`src/rtl/btn_reset_conditioner_if.sv`:
```
// Button-side bundle of the reset conditioner: raw push-button in and the
// conditioned reset, debounced level, press strobe and press counter out.
interface btn_reset_conditioner_if;
  logic       btn_raw;
  logic       core_reset;
  logic       btn_clean;
  logic       press_pulse;
  logic [7:0] press_count;

  modport master (
    output btn_raw,
    input  core_reset,
    input  btn_clean,
    input  press_pulse,
    input  press_count
  );

  modport slave (
    input  btn_raw,
    output core_reset,
    output btn_clean,
    output press_pulse,
    output press_count
  );
endinterface

```
`src/rtl/btn_reset_conditioner.sv`:
```
// Push-button to core reset conditioner: synchronizer, press/release debounce,
// power-on and per-press reset stretch, press strobe and wrapping press counter.
module btn_reset_conditioner #(
  parameter int SYNC_STAGES     = 2,
  parameter int DEBOUNCE_CYCLES = 1000000,
  parameter int RESET_CYCLES    = 16
) (
  input  logic                      clk,
  input  logic                      reset,
  btn_reset_conditioner_if.slave    bus
);

  localparam int MAX_CYC = (DEBOUNCE_CYCLES > RESET_CYCLES) ? DEBOUNCE_CYCLES : RESET_CYCLES;
  localparam int CNT_W   = $clog2(MAX_CYC) + 1;
  localparam logic [CNT_W-1:0] DB_LAST  = CNT_W'(DEBOUNCE_CYCLES - 1);
  localparam logic [CNT_W-1:0] RST_LAST = CNT_W'(RESET_CYCLES - 1);

  typedef enum logic [2:0] {
    POR_HOLD = 3'd0,
    IDLE     = 3'd1,
    PRESS_DB = 3'd2,
    RST_HOLD = 3'd3,
    WAIT_REL = 3'd4,
    REL_DB   = 3'd5
  } state_t;

  logic [SYNC_STAGES-1:0] r_sync;
  logic                   w_btn_s;
  state_t                 r_state;
  logic [CNT_W-1:0]       r_cnt;
  logic                   r_core_reset;
  logic                   r_btn_clean;
  logic                   r_press_pulse;
  logic [7:0]             r_press_count;

  assign w_btn_s = r_sync[SYNC_STAGES-1];

  always_ff @(posedge clk) begin
    if (reset) begin
      r_sync <= '0;
    end else begin
      r_sync <= {r_sync[SYNC_STAGES-2:0], bus.btn_raw};
    end
  end

  // Outputs are registered and only change on state transitions.
  always_ff @(posedge clk) begin
    if (reset) begin
      r_state       <= POR_HOLD;
      r_cnt         <= '0;
      r_core_reset  <= 1'b1;
      r_btn_clean   <= 1'b0;
      r_press_pulse <= 1'b0;
      r_press_count <= 8'd0;
    end else begin
      r_press_pulse <= 1'b0;
      case (r_state)
        POR_HOLD: begin
          if (r_cnt == RST_LAST) begin
            r_cnt <= '0;
            // A button already held at power-up is treated as a release wait, not a press.
            if (w_btn_s) begin
              r_state     <= WAIT_REL;
              r_btn_clean <= 1'b1;
            end else begin
              r_state      <= IDLE;
              r_core_reset <= 1'b0;
            end
          end else begin
            r_cnt <= r_cnt + CNT_W'(1);
          end
        end
        IDLE: begin
          if (w_btn_s) begin
            r_state <= PRESS_DB;
            r_cnt   <= '0;
          end
        end
        PRESS_DB: begin
          if (!w_btn_s) begin
            r_state <= IDLE;
            r_cnt   <= '0;
          end else if (r_cnt == DB_LAST) begin
            r_state       <= RST_HOLD;
            r_cnt         <= '0;
            r_core_reset  <= 1'b1;
            r_btn_clean   <= 1'b1;
            r_press_pulse <= 1'b1;
            r_press_count <= r_press_count + 8'd1;
          end else begin
            r_cnt <= r_cnt + CNT_W'(1);
          end
        end
        RST_HOLD: begin
          if (r_cnt == RST_LAST) begin
            r_state <= WAIT_REL;
            r_cnt   <= '0;
          end else begin
            r_cnt <= r_cnt + CNT_W'(1);
          end
        end
        WAIT_REL: begin
          if (!w_btn_s) begin
            r_state <= REL_DB;
            r_cnt   <= '0;
          end
        end
        REL_DB: begin
          if (w_btn_s) begin
            r_state <= WAIT_REL;
            r_cnt   <= '0;
          end else if (r_cnt == DB_LAST) begin
            r_state      <= IDLE;
            r_cnt        <= '0;
            r_core_reset <= 1'b0;
            r_btn_clean  <= 1'b0;
          end else begin
            r_cnt <= r_cnt + CNT_W'(1);
          end
        end
        default: begin
          r_state      <= POR_HOLD;
          r_cnt        <= '0;
          r_core_reset <= 1'b1;
          r_btn_clean  <= 1'b0;
        end
      endcase
    end
  end

  assign bus.core_reset  = r_core_reset;
  assign bus.btn_clean   = r_btn_clean;
  assign bus.press_pulse = r_press_pulse;
  assign bus.press_count = r_press_count;

endmodule

```
`src/flat_wrapper.sv`:
```
// flat-port wrapper written by rule: the top's interface ports become plain ports
module btn_reset_conditioner_flat 
#(
  parameter int SYNC_STAGES     = 2,
  parameter int DEBOUNCE_CYCLES = 1000000,
  parameter int RESET_CYCLES    = 16
)
  (clk, reset, bus_btn_raw, bus_core_reset, bus_btn_clean, bus_press_pulse, bus_press_count);
  btn_reset_conditioner_if bus_i ();
  input  logic clk;
  input  logic reset;
  input wire logic [$bits(bus_i.btn_raw)-1:0] bus_btn_raw;
  output wire logic [$bits(bus_i.core_reset)-1:0] bus_core_reset;
  output wire logic [$bits(bus_i.btn_clean)-1:0] bus_btn_clean;
  output wire logic [$bits(bus_i.press_pulse)-1:0] bus_press_pulse;
  output wire logic [$bits(bus_i.press_count)-1:0] bus_press_count;
  assign bus_i.btn_raw = bus_btn_raw;
  assign bus_core_reset = bus_i.core_reset;
  assign bus_btn_clean = bus_i.btn_clean;
  assign bus_press_pulse = bus_i.press_pulse;
  assign bus_press_count = bus_i.press_count;
  btn_reset_conditioner #(.SYNC_STAGES(SYNC_STAGES), .DEBOUNCE_CYCLES(DEBOUNCE_CYCLES), .RESET_CYCLES(RESET_CYCLES)) u_core (.clk(clk), .reset(reset), .bus(bus_i));
endmodule
```
`config.mk`:
```
export PLATFORM = sky130hd
export DESIGN_NAME = btn_reset_conditioner_flat
export DESIGN_NICKNAME = d
export VERILOG_FILES = /design/src/rtl/btn_reset_conditioner_if.sv /design/src/rtl/btn_reset_conditioner.sv /design/src/flat_wrapper.sv
export SDC_FILE = /design/constraint.sdc
export NUM_CORES = 1
export LEC_CHECK = 0
export CORE_AREA = 2 2 58 60
export DETAILED_ROUTE_END_ITERATION = 10
export DIE_AREA = 0 0 60 62
export PLACE_DENSITY_LB_ADDON = 0.12
export RECOVER_POWER = 25
export SLEW_MARGIN = 20
export SYNTH_ARGS = -nofsm -noshare
export SYNTH_HDL_FRONTEND = slang
export SYNTH_SLANG_ARGS = --single-unit
export TNS_END_PERCENT = 1
```
`constraint.sdc`:
```
create_clock -name clk -period 4.99 [get_ports clk]
set_input_delay 0.998 -clock clk [delete_from_list [all_inputs] [get_ports clk]]
set_output_delay 0.998 -clock clk [all_outputs]
set_load 0.01 [all_outputs]
```
# After elaboration in Yosys (flattened, before gate mapping)
# Cells that the tools add are included.
# op_classes
n_addsub	2
eq_ne	19
muxes	28
bitwise	3
reduce_logical	9
# ops
op	n
$mux 21	6
$pmux 21 s5	1
$mux 3	9
$add 21x1->21 const B	1
$eq 21x20->1 const B	1
$eq 21x4->1 const B	1
$pmux 3 s6	1
$ne 2x1->1 const B	7
$reduce_and 7->1	2
$mux 1	9
$add 8x1->8 const B	1
$pmux 1 s4	2
$eq 3x2->1 const B	2
$eq 3x3->1 const B	2
$ne 2x2->1 const B	3
$reduce_and 6->1	1
$reduce_or 3->1	2
$eq 3x1->1 const B	1
$logic_not 3->1	1
$ne 3x1->1 const B	1
$ne 3x3->1 const B	1
$not 1->1	3
$reduce_and 3->1	1
$reduce_and 2->1	1
$reduce_or 2->1	1
# totals
register_bits	37
out_inout_bits	11
wordCells	68

# Depth between registers and ports, before layout
# Gate-level depths: netlist of run 1.
# depth
ltp_word	4
ltp_mapped	8
mapped_depth_nobuf	7

# Worst setup path after synthesis of run 1
# OpenSTA, ideal clock, no wires.
# synth_path
kind	reg-to-reg
start	reg u_core.r_cnt[0]
end	reg u_core.r_press_count[7], in the netlist u_core.bus.press_count[7]
setup_ns	0.071
arrival_time_ns	2.218
t_required_ns	4.919
slack_ns	2.701
path_stages_with_launch	8
path_buffers	0
period_less_slack_ns	2.289
cell_sequence	dfxtp_1 > ha_1 > nand3_4 > or4_4 > nor3b_4 > nand4_2 > or3_1 > a21oi_1
# synth_between
elab_chain_cells	2
# synth_rtl
item	line	text
start, declared	btn_reset_conditioner.sv:30	logic [CNT_W-1:0] r_cnt;
start signal, assigned	btn_reset_conditioner.sv:70	r_cnt <= r_cnt + CNT_W'(1);
start signal, assigned	btn_reset_conditioner.sv:91	r_cnt <= r_cnt + CNT_W'(1);
start signal, assigned	btn_reset_conditioner.sv:99	r_cnt <= r_cnt + CNT_W'(1);
$eq 21x20->1	btn_reset_conditioner.sv:83	end else if (r_cnt == DB_LAST) begin
$reduce_and 3->1 (no source line)	-	
end signal, assigned	btn_reset_conditioner.sv:89	r_press_count <= r_press_count + 8'd1;
end, declared	btn_reset_conditioner.sv:34	logic [7:0] r_press_count;
# No other way between the ends.
# A chain may end at the register's enable or synchronous reset.

# Final worst setup path of run 1
# layout_path
start	reg u_core.r_cnt[9]
end	reg u_core.r_cnt[8]
# layout_between
elab_chain_cells	4
word_cells_on_any_way	7
# layout_rtl
item	line	text
$eq 21x20->1	btn_reset_conditioner.sv:83, btn_reset_conditioner.sv:112	
$mux 21	btn_reset_conditioner.sv:83, btn_reset_conditioner.sv:112	
$mux 21 (on tied branches)	btn_reset_conditioner.sv:109, btn_reset_conditioner.sv:80	
$pmux 21 s5 (*)	btn_reset_conditioner.sv:57	case (r_state)
# Every way passes the cells marked *; elsewhere a longest branch is shown, timed or not.

==> results.md, run 1 <==
| Stage | Quantity | This run |
|---|---|---|
| status | Outcome | complete, no violations |
| layout | N_diodes | 0 |
| routing | Total via count after detailed routing | 1,542 |
| layout | Final instance area | 1990 µm² |
| yosys | Nets in the synthesized netlist | 220 |
| die | Initial Utilization | 57.2% |
| yosys | Post-synth EDFFs | 0 |
| power | Cell area power density | 267 nW/µm² |
| routing | Number of iterations in the first detailed-routing pass | 4 |
| placed design | Placed Instances | 264 |
| placed design | Placed standard-cell area | 1970 µm² |
| worst hold path | Class of the most critical hold timing path | reg -> reg |
| clock network | Later-pin clock latency in the skew report | 360 ps |
| clock network | Post-cts resize count | 0 |
| worst hold path | Worst hold path cell count | 1 |
| placed design | Post-DP HPWL | 2570 µm |
| yosys | Flip-flop and latch count after synthesis | 37 |
| yosys | Post-Syn Area | 1820 µm² |
| timing | Total negative slack for setup checks | 0 ps |
| yosys | Synth warn | 0 |
| routing | Drt first-iter violations | 42 |
| timing | Max-Slew Margin vs Limit | 29.2% |
| clock network | Clock transition at the registers of the reported paths | 120 ps |
| timing | Final number of setup-violating endpoints | 0 |
| timing | Number of endpoints with negative hold slack in the final report | 0 |
| power | Static Leakage | 0.693 nW |
| timing | Top achievable clock speed | 0.325 GHz |
| routing | WL per Instance | 13.1 µm |
| yosys | Commonest register cell after synthesis | dfxtp_1 |
| setup path | Required time at the worst-slack endpoint | 5220 ps |
| routing | Number of remaining DRC errors | 0 |
| timing | Worst Slack Setup Final | 1910 ps |
| layout | Post-synthesis to final-layout area growth | 9.28% |
| grt | Number of antenna violations at the first check in global routing | 0 |
| placed design | Final weighted congestion of routability-driven global placement | 0.904 |
| yosys | Count of different cell masters after synthesis | 44 |
| clock network | Number of levels in the clock H-tree | 2 |
| yosys | Syn Inst Count | 215 |
| timing | Fraction of the cycle the final worst path needs | 61.7% |
| grt | Grt total ovfl | 0 |
| placed design | Post-Place Setup Slack | 2130 ps |
| yosys | Synth async-reset ratio | 0% |
| layout | Final non-filler cell total | 272 |
| grt | Via count of the first global-routing pass | 1,326 |
| setup path | Arrival time at the worst endpoint | 3300 ps |
| setup path | Highest fanout seen on the critical path | 16 |
| clock network | Num CTS Buffers | 5 |
| routing | Detail-routed via count per cell | 5.67 |
| die | Floorplan die height | 62 µm |
| die | Horizontal die dimension | 60 µm |
| layout | Net count reported at finish | 230 |
| yosys | Sequential area share after synthesis | 40.7% |
| die | Placement Rows | 21 |
| timing | Worst-case clock skew | 19.8 ps |
| grt | Gr usage total | 21.5% |
| setup path | Worst setup SP type | flop |
| timing | Minimum clock period after layout | 3080 ps |
| grt | Pin count of the biggest net entering global routing | 20 |
| setup path | Critical Path End Type | flop |
| timing | Slew Viols, Final | 0 |
| setup path | Number of cells on the worst reg-to-reg path | 5 |
| yosys | Post-synthesis area per instance | 8.46 µm² |
| routing | Post-detailed-routing wire length | 3570 µm |
| clock network | Number of buffers added to fix hold violations after cts | 0 |
| clock network | Setup repair bufs after CTS | 0 |
| die | I/O pin count | 14 |
| run | Max-capacitance violation count | 0 |
| clock network | Clock tree from TritonCTS | done |
| routing | ANT nets after route | 0 |
| setup path | Critical path class | reg -> reg |
| layout | Fraction of layout cells with a size suffix above 1 | 6.64% |
| die | Placeable core region | 3180 µm² |
| placed design | I/O Buffers | 13 |
| die | Area of the die | 3720 µm² |
| timing | Setup repair after global routing missed its margin | false |
| grt | Wire length of the first global-routing pass | 5910 µm |
| clock network | CTS Root Buffer Type | clkbuf_4 |
| power | Maximum resistive drop on vdd | 0.139 mV |
| clock network | CTS sink cnt | 37 |
| clock network | Clk buf depth | 2 |
| timing | Transition time of the tightest slew-check pin | 1050 ps |
[routing by layer]
layer,routed length (µm),global-route usage (%),up-vias
li1,-,-,777
met3,117,6.00,7
met5,0,0,-
met1,1660,26.1,736
met2,1730,35.6,22
met4,61,9.84,0
[worst paths after layout]
path,end,start,slack [ps]
worst max-delay path,u_core.r_cnt[8]$_SDFFE_PP0P_,u_core.r_cnt[9]$_SDFFE_PP0P_,1910
worst min register to register,u_core.r_sync[1]$_SDFF_PP0_,u_core.r_sync[0]$_SDFF_PP0_,450
worst max register to register,u_core.r_cnt[8]$_SDFFE_PP0P_,u_core.r_cnt[9]$_SDFFE_PP0P_,1910
worst min-delay path,u_core.r_sync[1]$_SDFF_PP0_,u_core.r_sync[0]$_SDFF_PP0_,450
[stage by stage]
| step | util (%) | hold slack, ps | power, W |
|---|---|---|---|
| final | 62.5 | 455 | 0.000531 |
| after detailed placement | 61.8 | 430 | 0.000364 |
| after global routing | 62.5 | 478 | 0.000554 |
| after global placement | 61.8 | 428 | 0.000362 |
| after CTS | 63.9 | 461 | 0.000538 |
| after floorplan | - | 414 | 0.000354 |
[layout by cell type, fill, tap and decap left out, types with 8 or more instances in the layout]
cell,count
xnor2_1,10
nor3_1,11
nand3_1,8
nand2_1,18
a21oi_1,8
dfxtp_1,37
clkdlybuf4s50_1,8
nand4_1,9
nor2_1,37
xor2_1,11
[cell families after synthesis]
group	after synthesis	synth area share (%)
XOR/XNOR	21	10.1
AND/OR/NAND/NOR	113	34.2
multiplexers	1	0.550
adder cells (fa/ha/maj)	2	1.38
buffers and inverters	13	2.89
AO/OA/AOI/OAI	28	10.1
flip-flops	37	40.7
[cell usage after synthesis, types with 2 or more instances]
| library cell | n | area (µm²) |
|---|---|---|
| a31oi_1 | 4 | 25.0 |
| and3_1 | 4 | 25.0 |
| clkbuf_1 | 8 | 30.0 |
| xor2_1 | 11 | 96.3 |
| nor4_1 | 2 | 12.5 |
| or3b_2 | 2 | 17.5 |
| inv_1 | 3 | 11.3 |
| o21ai_0 | 6 | 30.0 |
| ha_1 | 2 | 25.0 |
| nand2_1 | 18 | 67.6 |
| or4_1 | 3 | 22.5 |
| xnor2_1 | 10 | 87.6 |
| nor2b_1 | 4 | 25.0 |
| a22oi_1 | 2 | 15.0 |
| a21oi_1 | 8 | 40.0 |
| nand3b_1 | 2 | 15.0 |
| a211oi_1 | 2 | 15.0 |
| nand4_1 | 9 | 56.3 |
| or3_1 | 2 | 12.5 |
| nor3_1 | 11 | 55.1 |
| nor2_1 | 37 | 139 |
| dfxtp_1 | 37 | 741 |
| nand3_1 | 7 | 35.0 |
[where the power goes]
part           leakage [nW]  internal, W  switching (W)
clock network        0.0382    0.0000687       0.000106
logic                 0.356    0.0000167      0.0000273
registers             0.299     0.000302     0.00000994
[worst max-delay path: stages, from the launching register on]
cell and delay (ps):
dfxtp_1 400, or4_1 580, nor4_1 910, o32ai_2 320, o21ai_2 590, nor3_1 150
[registers in the layout, summed over array words and instances (netlist names)]
name                    count
u_core.r_state              3
u_core.r_sync               2
u_core.r_cnt               21
u_core.bus.press_pulse      1
u_core.bus.core_reset       1
u_core.bus.press_count      8
u_core.bus.btn_clean        1
[layout make-up]
type	count	area, µm²
Multi-Input combinational cell	165	983
Timing Repair Buffer	13	130
Clock inverter	2	13.8
Tap cell	46	57.6
Fill cell	291	1190
Sequential cell	37	741
Clock buffer	6	51.3
Inverter	3	11.3
(Power assumes the default switching activity.)
==> run 2: changes to the inputs <==
--- a/config.mk
+++ b/config.mk
@@ -5,9 +5,9 @@
 export SDC_FILE = /design/constraint.sdc
 export NUM_CORES = 1
 export LEC_CHECK = 0
-export CORE_AREA = 2 2 58 60
+export CORE_AREA = 2 2 60 62
 export DETAILED_ROUTE_END_ITERATION = 10
-export DIE_AREA = 0 0 60 62
+export DIE_AREA = 0 0 62 64
 export PLACE_DENSITY_LB_ADDON = 0.12
 export RECOVER_POWER = 25
 export SLEW_MARGIN = 20
==> constraint.sdc (replaced) <==
create_clock -name clk -period 3.14 [get_ports clk]
set_input_delay 0.628 -clock clk [delete_from_list [all_inputs] [get_ports clk]]
set_output_delay 0.628 -clock clk [all_outputs]
set_load 0.01 [all_outputs]
==> results.md, run 2 (same netlist as run 1, synthesis figures left out) <==
| Stage | Quantity | This run |
|---|---|---|
| timing | Slew Viols, Final | 0 |
| routing | Drt first-iter violations | 77 |
| setup path | Critical Path End Type | flop |
| routing | Post-detailed-routing wire length | 3640 µm |
| power | Static Leakage | 0.728 nW |
| placed design | Post-DP HPWL | 2690 µm |
| layout | Fraction of layout cells with a size suffix above 1 | 9.21% |
| setup path | Number of cells on the worst reg-to-reg path | 7 |
| clock network | Number of buffers added to fix hold violations after cts | 0 |
| routing | WL per Instance | 13.3 µm |
| die | Area of the die | 3970 µm² |
| routing | Detail-routed via count per cell | 5.57 |
| routing | Number of remaining DRC errors | 0 |
| grt | Via count of the first global-routing pass | 1,447 |
| timing | Max-Slew Margin vs Limit | 57.9% |
| grt | Wire length of the first global-routing pass | 6340 µm |
| status | Outcome | complete, no violations |
| clock network | Clk buf depth | 2 |
| layout | Net count reported at finish | 232 |
| routing | Total via count after detailed routing | 1,527 |
| power | Sum of internal, switching and leakage power | 0.000837 W |
| grt | Number of antenna violations at the first check in global routing | 0 |
| routing | Number of iterations in the first detailed-routing pass | 5 |
| timing | Minimum clock period after layout | 2720 ps |
| die | Horizontal die dimension | 62 µm |
| placed design | Placed standard-cell area | 1980 µm² |
| clock network | CTS Root Buffer Type | clkbuf_4 |
| setup path | Critical path class | reg -> reg |
| die | Placement Rows | 21 |
| grt | Pin count of the biggest net entering global routing | 17 |
| grt | Grt total ovfl | 0 |
| grt | Gr usage total | 20.9% |
| clock network | Post-cts resize count | 0 |
| layout | Final instance area | 2050 µm² |
| clock network | Clock transition at the registers of the reported paths | 110 ps |
| setup path | Highest fanout seen on the critical path | 16 |
| die | Floorplan die height | 64 µm |
| layout | Post-synthesis to final-layout area growth | 12.4% |
| placed design | I/O Buffers | 13 |
| clock network | CTS sink cnt | 37 |
| layout | Utilization of the core after routing | 62.3% |
| clock network | Number of levels in the clock H-tree | 2 |
| placed design | Final weighted congestion of routability-driven global placement | 0.813 |
| timing | Total negative slack for setup checks | 0 ps |
| setup path | Worst setup SP type | flop |
| routing | ANT nets after route | 0 |
| layout | Top register by number of flip-flops | u_core.r_cnt |
| power | Maximum resistive drop on vdd | 0.247 mV |
| clock network | Setup repair bufs after CTS | 0 |
| layout | Commonest cells after routing, fill and taps aside | nor2_1 (37), dfxtp_1 (37), nand2_1 (18) |
| worst hold path | Class of the most critical hold timing path | reg -> reg |
| timing | Setup repair after global routing missed its margin | false |
| run | Max-capacitance violation count | 0 |
| setup path | Required time at the worst-slack endpoint | 3350 ps |
| timing | Top achievable clock speed | 0.368 GHz |
| die | Initial Utilization | 55.4% |
| timing | Hold slack final | 460 ps |
| die | I/O pin count | 14 |
| clock network | Clock tree from TritonCTS | done |
| timing | Number of endpoints with negative hold slack in the final report | 0 |
| die | Placeable core region | 3280 µm² |
| power | Cell area power density | 409 nW/µm² |
| layout | N_diodes | 0 |
| clock network | Later-pin clock latency in the skew report | 330 ps |
| layout | Max FFs per register | 21 |
| timing | Transition time of the tightest slew-check pin | 632 ps |
| timing | Final number of setup-violating endpoints | 0 |
| clock network | Num CTS Buffers | 5 |
| worst hold path | Worst hold path cell count | 1 |
| timing | Worst-case clock skew | 9.43 ps |
| setup path | Arrival time at the worst endpoint | 2920 ps |
| timing | Fraction of the cycle the final worst path needs | 86.5% |
==> run 2: critical path, cell delays in order (launching register included) <==
cell	delay, ps
dfxtp_1	420
ha_1	250
nand3_4	130
or4_4	580
nor2_1	270
o32ai_2	240
o21ai_2	560
nor3_1	140
==> run 2: layout make-up <==
| class | instances | area, µm² |
|---|---|---|
| fill | 298 | 1240 |
| tap | 46 | 57.6 |
| clock buffer | 6 | 51.3 |
| inverter | 3 | 11.3 |
| sequential | 37 | 741 |
| clock inverter | 2 | 13.8 |
| timing repair buffer | 15 | 145 |
| multi-input combinational | 165 | 1030 |
==> run 2: layer usage <==
layer  routed length [µm]  GRT usage (%)
met5                    0              0
met1                 1580           27.3
met3                  183           4.86
met2                 1840           33.5
met4                   40           6.38
==> run 2: power breakdown <==
| group | internal [W] | switching, W |
|---|---|---|
| registers | 0.000480 | 0.0000166 |
| logic | 0.0000299 | 0.0000457 |
| clock network | 0.000109 | 0.000156 |
| total | 0.000619 | 0.000218 |
==> run 2: worst paths after layout <==
| check | start | endpoint | slack [ps] |
|---|---|---|---|
| worst min-delay path | u_core.r_sync[0]$_SDFF_PP0_ | u_core.r_sync[1]$_SDFF_PP0_ | 460 |
| worst max register to register | u_core.r_cnt[0]$_SDFFE_PP0P_ | u_core.r_cnt[8]$_SDFFE_PP0P_ | 420 |
| worst max-delay path | u_core.r_cnt[0]$_SDFFE_PP0P_ | u_core.r_cnt[8]$_SDFFE_PP0P_ | 420 |
| worst min register to register | u_core.r_sync[0]$_SDFF_PP0_ | u_core.r_sync[1]$_SDFF_PP0_ | 460 |
==> run 2: stage by stage <==
| stage | std cells | setup WS (ps) |
|---|---|---|
| 3_3_place_gp | 266 | 599 |
| 6_report | 274 | 423 |
| 4_1_cts | 274 | 443 |
| 3_5_place_dp | 266 | 459 |
| 2_1_floorplan | 215 | 851 |
| 5_1_grt | 274 | 281 |
==> run 3: changes to the inputs <==
--- a/config.mk
+++ b/config.mk
@@ -5,9 +5,9 @@
 export SDC_FILE = /design/constraint.sdc
 export NUM_CORES = 1
 export LEC_CHECK = 0
-export CORE_AREA = 2 2 60 62
+export CORE_AREA = 2 2 54 69
 export DETAILED_ROUTE_END_ITERATION = 10
-export DIE_AREA = 0 0 62 64
+export DIE_AREA = 0 0 56 71
 export PLACE_DENSITY_LB_ADDON = 0.12
 export RECOVER_POWER = 25
 export SLEW_MARGIN = 20
==> results.md, run 3 (same netlist as run 1, synthesis figures left out) <==
| Stage | Quantity | This run |
|---|---|---|
| setup path | Arrival time at the worst endpoint | 2820 ps |
| worst hold path | Worst Hold End | u_core.r_sync[1]$_SDFF_PP0_ |
| power | Psw | 0.000225 W |
| power | Static Leakage | 0.744 nW |
| die | Initial Utilization | 54.1% |
| clock network | CTS Root Buffer Type | clkbuf_8 |
| worst hold path | Worst hold path cell count | 1 |
| die | Placement Rows | 24 |
| setup path | Worst setup SP type | flop |
| power | Clock power frac | 42.5% |
| setup path | Sum of buffers and inverters on the critical path | 0 |
| placed design | Post-DP HPWL | 2720 µm |
| layout | Fraction of layout cells with a size suffix above 1 | 8.77% |
| routing | Post-detailed-routing wire length | 3620 µm |
| setup path | Cell breakdown of the critical path | ha_1 > nand3_4 > or4_4 > nor2_1 > o32ai_2 > o21ai_2 > nor3_1 |
| routing | Detail-routed via count per cell | 5.83 |
| layout | Number of filler instances in the final layout | 314 |
| routing | Drt first-iter violations | 57 |
| layout | Top register by number of flip-flops | u_core.r_cnt |
| status | Outcome | complete, no violations |
| clock network | Number of buffers added to fix hold violations after cts | 0 |
| worst hold path | Worst min-delay path startpoint | u_core.r_sync[0]$_SDFF_PP0_ |
| power | Combinational power share | 7.5% |
| timing | Number of endpoints with negative hold slack in the final report | 0 |
| power | Sw frac | 22.7% |
| layout | Max FFs per register | 21 |
| grt | Wire length of the first global-routing pass | 6370 µm |
| clock network | Num CTS Buffers | 5 |
| clock network | Number of levels in the clock H-tree | 2 |
| setup path | RR Startpoint | u_core.r_cnt[0]$_SDFFE_PP0P_ |
| setup path | Critical Path Max Stage Delay | 590 ps |
| placed design | I/O Buffers | 13 |
| run | Max-capacitance violation count | 0 |
| timing | Total negative slack for setup checks | 0 ps |
| timing | Transition time of the tightest slew-check pin | 747 ps |
| layout | N_diodes | 0 |
| routing | Total via count after detailed routing | 1,557 |
| routing | Number of iterations in the first detailed-routing pass | 4 |
| grt | Global Route met3 Usage | 5.30% |
| setup path | Critical path class | reg -> reg |
| timing | Slew Viols, Final | 0 |
| clock network | Clock tree from TritonCTS | done |
| grt | Grt total ovfl | 0 |
| clock network | Clock transition at the registers of the reported paths | 70 ps |
| timing | Fraction of the cycle the final worst path needs | 84.8% |
| die | Floorplan die height | 71 µm |
| routing | WL per Instance | 13.6 µm |
| timing | Worst-case clock skew | 7.26 ps |
| die | Horizontal die dimension | 56 µm |
| timing | Setup repair after global routing missed its margin | false |
| die | I/O pin count | 14 |
| routing | Number of remaining DRC errors | 0 |
| power | Maximum resistive drop on vdd | 0.439 mV |
| setup path | Cell type of the slowest stage on the worst timing path | or4_4 |
| routing | ANT nets after route | 0 |
| layout | Commonest cells after routing, fill and taps aside | nor2_1 (37), dfxtp_1 (37), nand2_1 (18) |
| placed design | Post-Place Setup Slack | 494 ps |
| setup path | Number of cells on the worst reg-to-reg path | 7 |
| grt | Gr usage total | 19.9% |
| placed design | Final weighted congestion of routability-driven global placement | 0.811 |
| timing | Final number of setup-violating endpoints | 0 |
| layout | Utilization of the core after routing | 62.1% |
| clock network | CTS sink cnt | 37 |
| layout | Net count reported at finish | 232 |
| setup path | Internal reg-to-reg setup slack | 480 ps |
| grt | Peak-usage layer in the global routing report | met2 |
| clock network | Clk buf depth | 2 |
| setup path | Critical Path End Type | flop |
| worst hold path | Class of the most critical hold timing path | reg -> reg |
| setup path | Highest fanout seen on the critical path | 16 |
| timing | Max-Slew Margin vs Limit | 50.2% |
| timing | Top achievable clock speed | 0.375 GHz |
| power | Cell area power density | 475 nW/µm² |
| timing | Worst Slack Setup Final | 476 ps |
| layout | Post-synthesis to final-layout area growth | 14.8% |
| setup path | End of the worst register-to-register path | u_core.r_cnt[8]$_SDFFE_PP0P_ |
| timing | Minimum clock period after layout | 2660 ps |
| setup path | Required time at the worst-slack endpoint | 3290 ps |
| grt | Via count of the first global-routing pass | 1,442 |
| grt | GRT met2 Usage | 34.1% |
| power | Cell Int Power | 0.000767 W |
| clock network | Later-pin clock latency in the skew report | 290 ps |
| power | Sequential cell fraction of total power | 50.1% |
| die | Placeable core region | 3360 µm² |
| grt | Pin count of the biggest net entering global routing | 18 |
| layout | Final instance area | 2090 µm² |
| clock network | Post-cts resize count | 0 |
| grt | Number of antenna violations at the first check in global routing | 0 |
| placed design | Placed standard-cell area | 1970 µm² |
| setup path | Cell type group with the largest total delay on the critical path | simple AND/OR/NAND/NOR gates |
| clock network | Setup repair bufs after CTS | 0 |
| die | Area of the die | 3980 µm² |
| grt | GR met1 Demand/Resource | 23.4% |
==> run 3: through the flow <==
stage               hold slack, ps  total power, W  cells
floorplan                      414        0.000563    215
global placement               425        0.000578    259
detailed placement             439        0.000582    259
CTS                            456         0.00101    267
global route                   475         0.00103    267
finish                         453        0.000992    267
==> run 3: power by group through the flow <==
stage                     combinational (W)  sequential (W)  clock, W
after floorplan                   0.0000639        0.000499         0
after global placement            0.0000724        0.000506         0
final                             0.0000742        0.000497  0.000421
after CTS                         0.0000763        0.000496  0.000434
after global routing              0.0000842        0.000499  0.000452
after detailed placement          0.0000749        0.000507         0
==> run 3: final cells by class <==
cell class                      count  area [µm²]  share of cell area, %
Clock inverter                      2        37.5                   1.80
Clock buffer                        6        82.6                   3.95
Timing Repair Buffer               15         141                   6.77
Inverter                            3        11.3                  0.539
Tap cell                           39        48.8                   2.34
Sequential cell                    37         741                   35.5
Multi-Input combinational cell    165        1030                   49.1
==> run 3: worst max-delay path by stage <==
| stage | slack, ps | endpoint | cells after the start | from |
|---|---|---|---|---|
| floorplan | 850 | u_core.bus.press_count[7]$_SDFFE_PP0P_ | 7 | u_core.r_cnt[0]$_SDFFE_PP0P_ |
| global placement | 620 | u_core.r_cnt[8]$_SDFFE_PP0P_ | 7 | u_core.r_cnt[0]$_SDFFE_PP0P_ |
| detailed placement | 490 | u_core.r_cnt[8]$_SDFFE_PP0P_ | 7 | u_core.r_cnt[0]$_SDFFE_PP0P_ |
| CTS | 440 | u_core.r_cnt[8]$_SDFFE_PP0P_ | 7 | u_core.r_cnt[0]$_SDFFE_PP0P_ |
| global route | 280 | u_core.r_cnt[4]$_SDFFE_PP0P_ | 7 | u_core.r_cnt[0]$_SDFFE_PP0P_ |
| finish | 480 | u_core.r_cnt[8]$_SDFFE_PP0P_ | 7 | u_core.r_cnt[0]$_SDFFE_PP0P_ |
==> run 3: routing by layer <==
metal / wire [µm] / vias to the layer above / part of all wire, %
met5: 0 / - / 0
li1: - / 785 / -
met3: 142 / 8 / 3.9
met1: 1560 / 730 / 43
met4: 72 / 0 / 2.0
met2: 1840 / 34 / 51
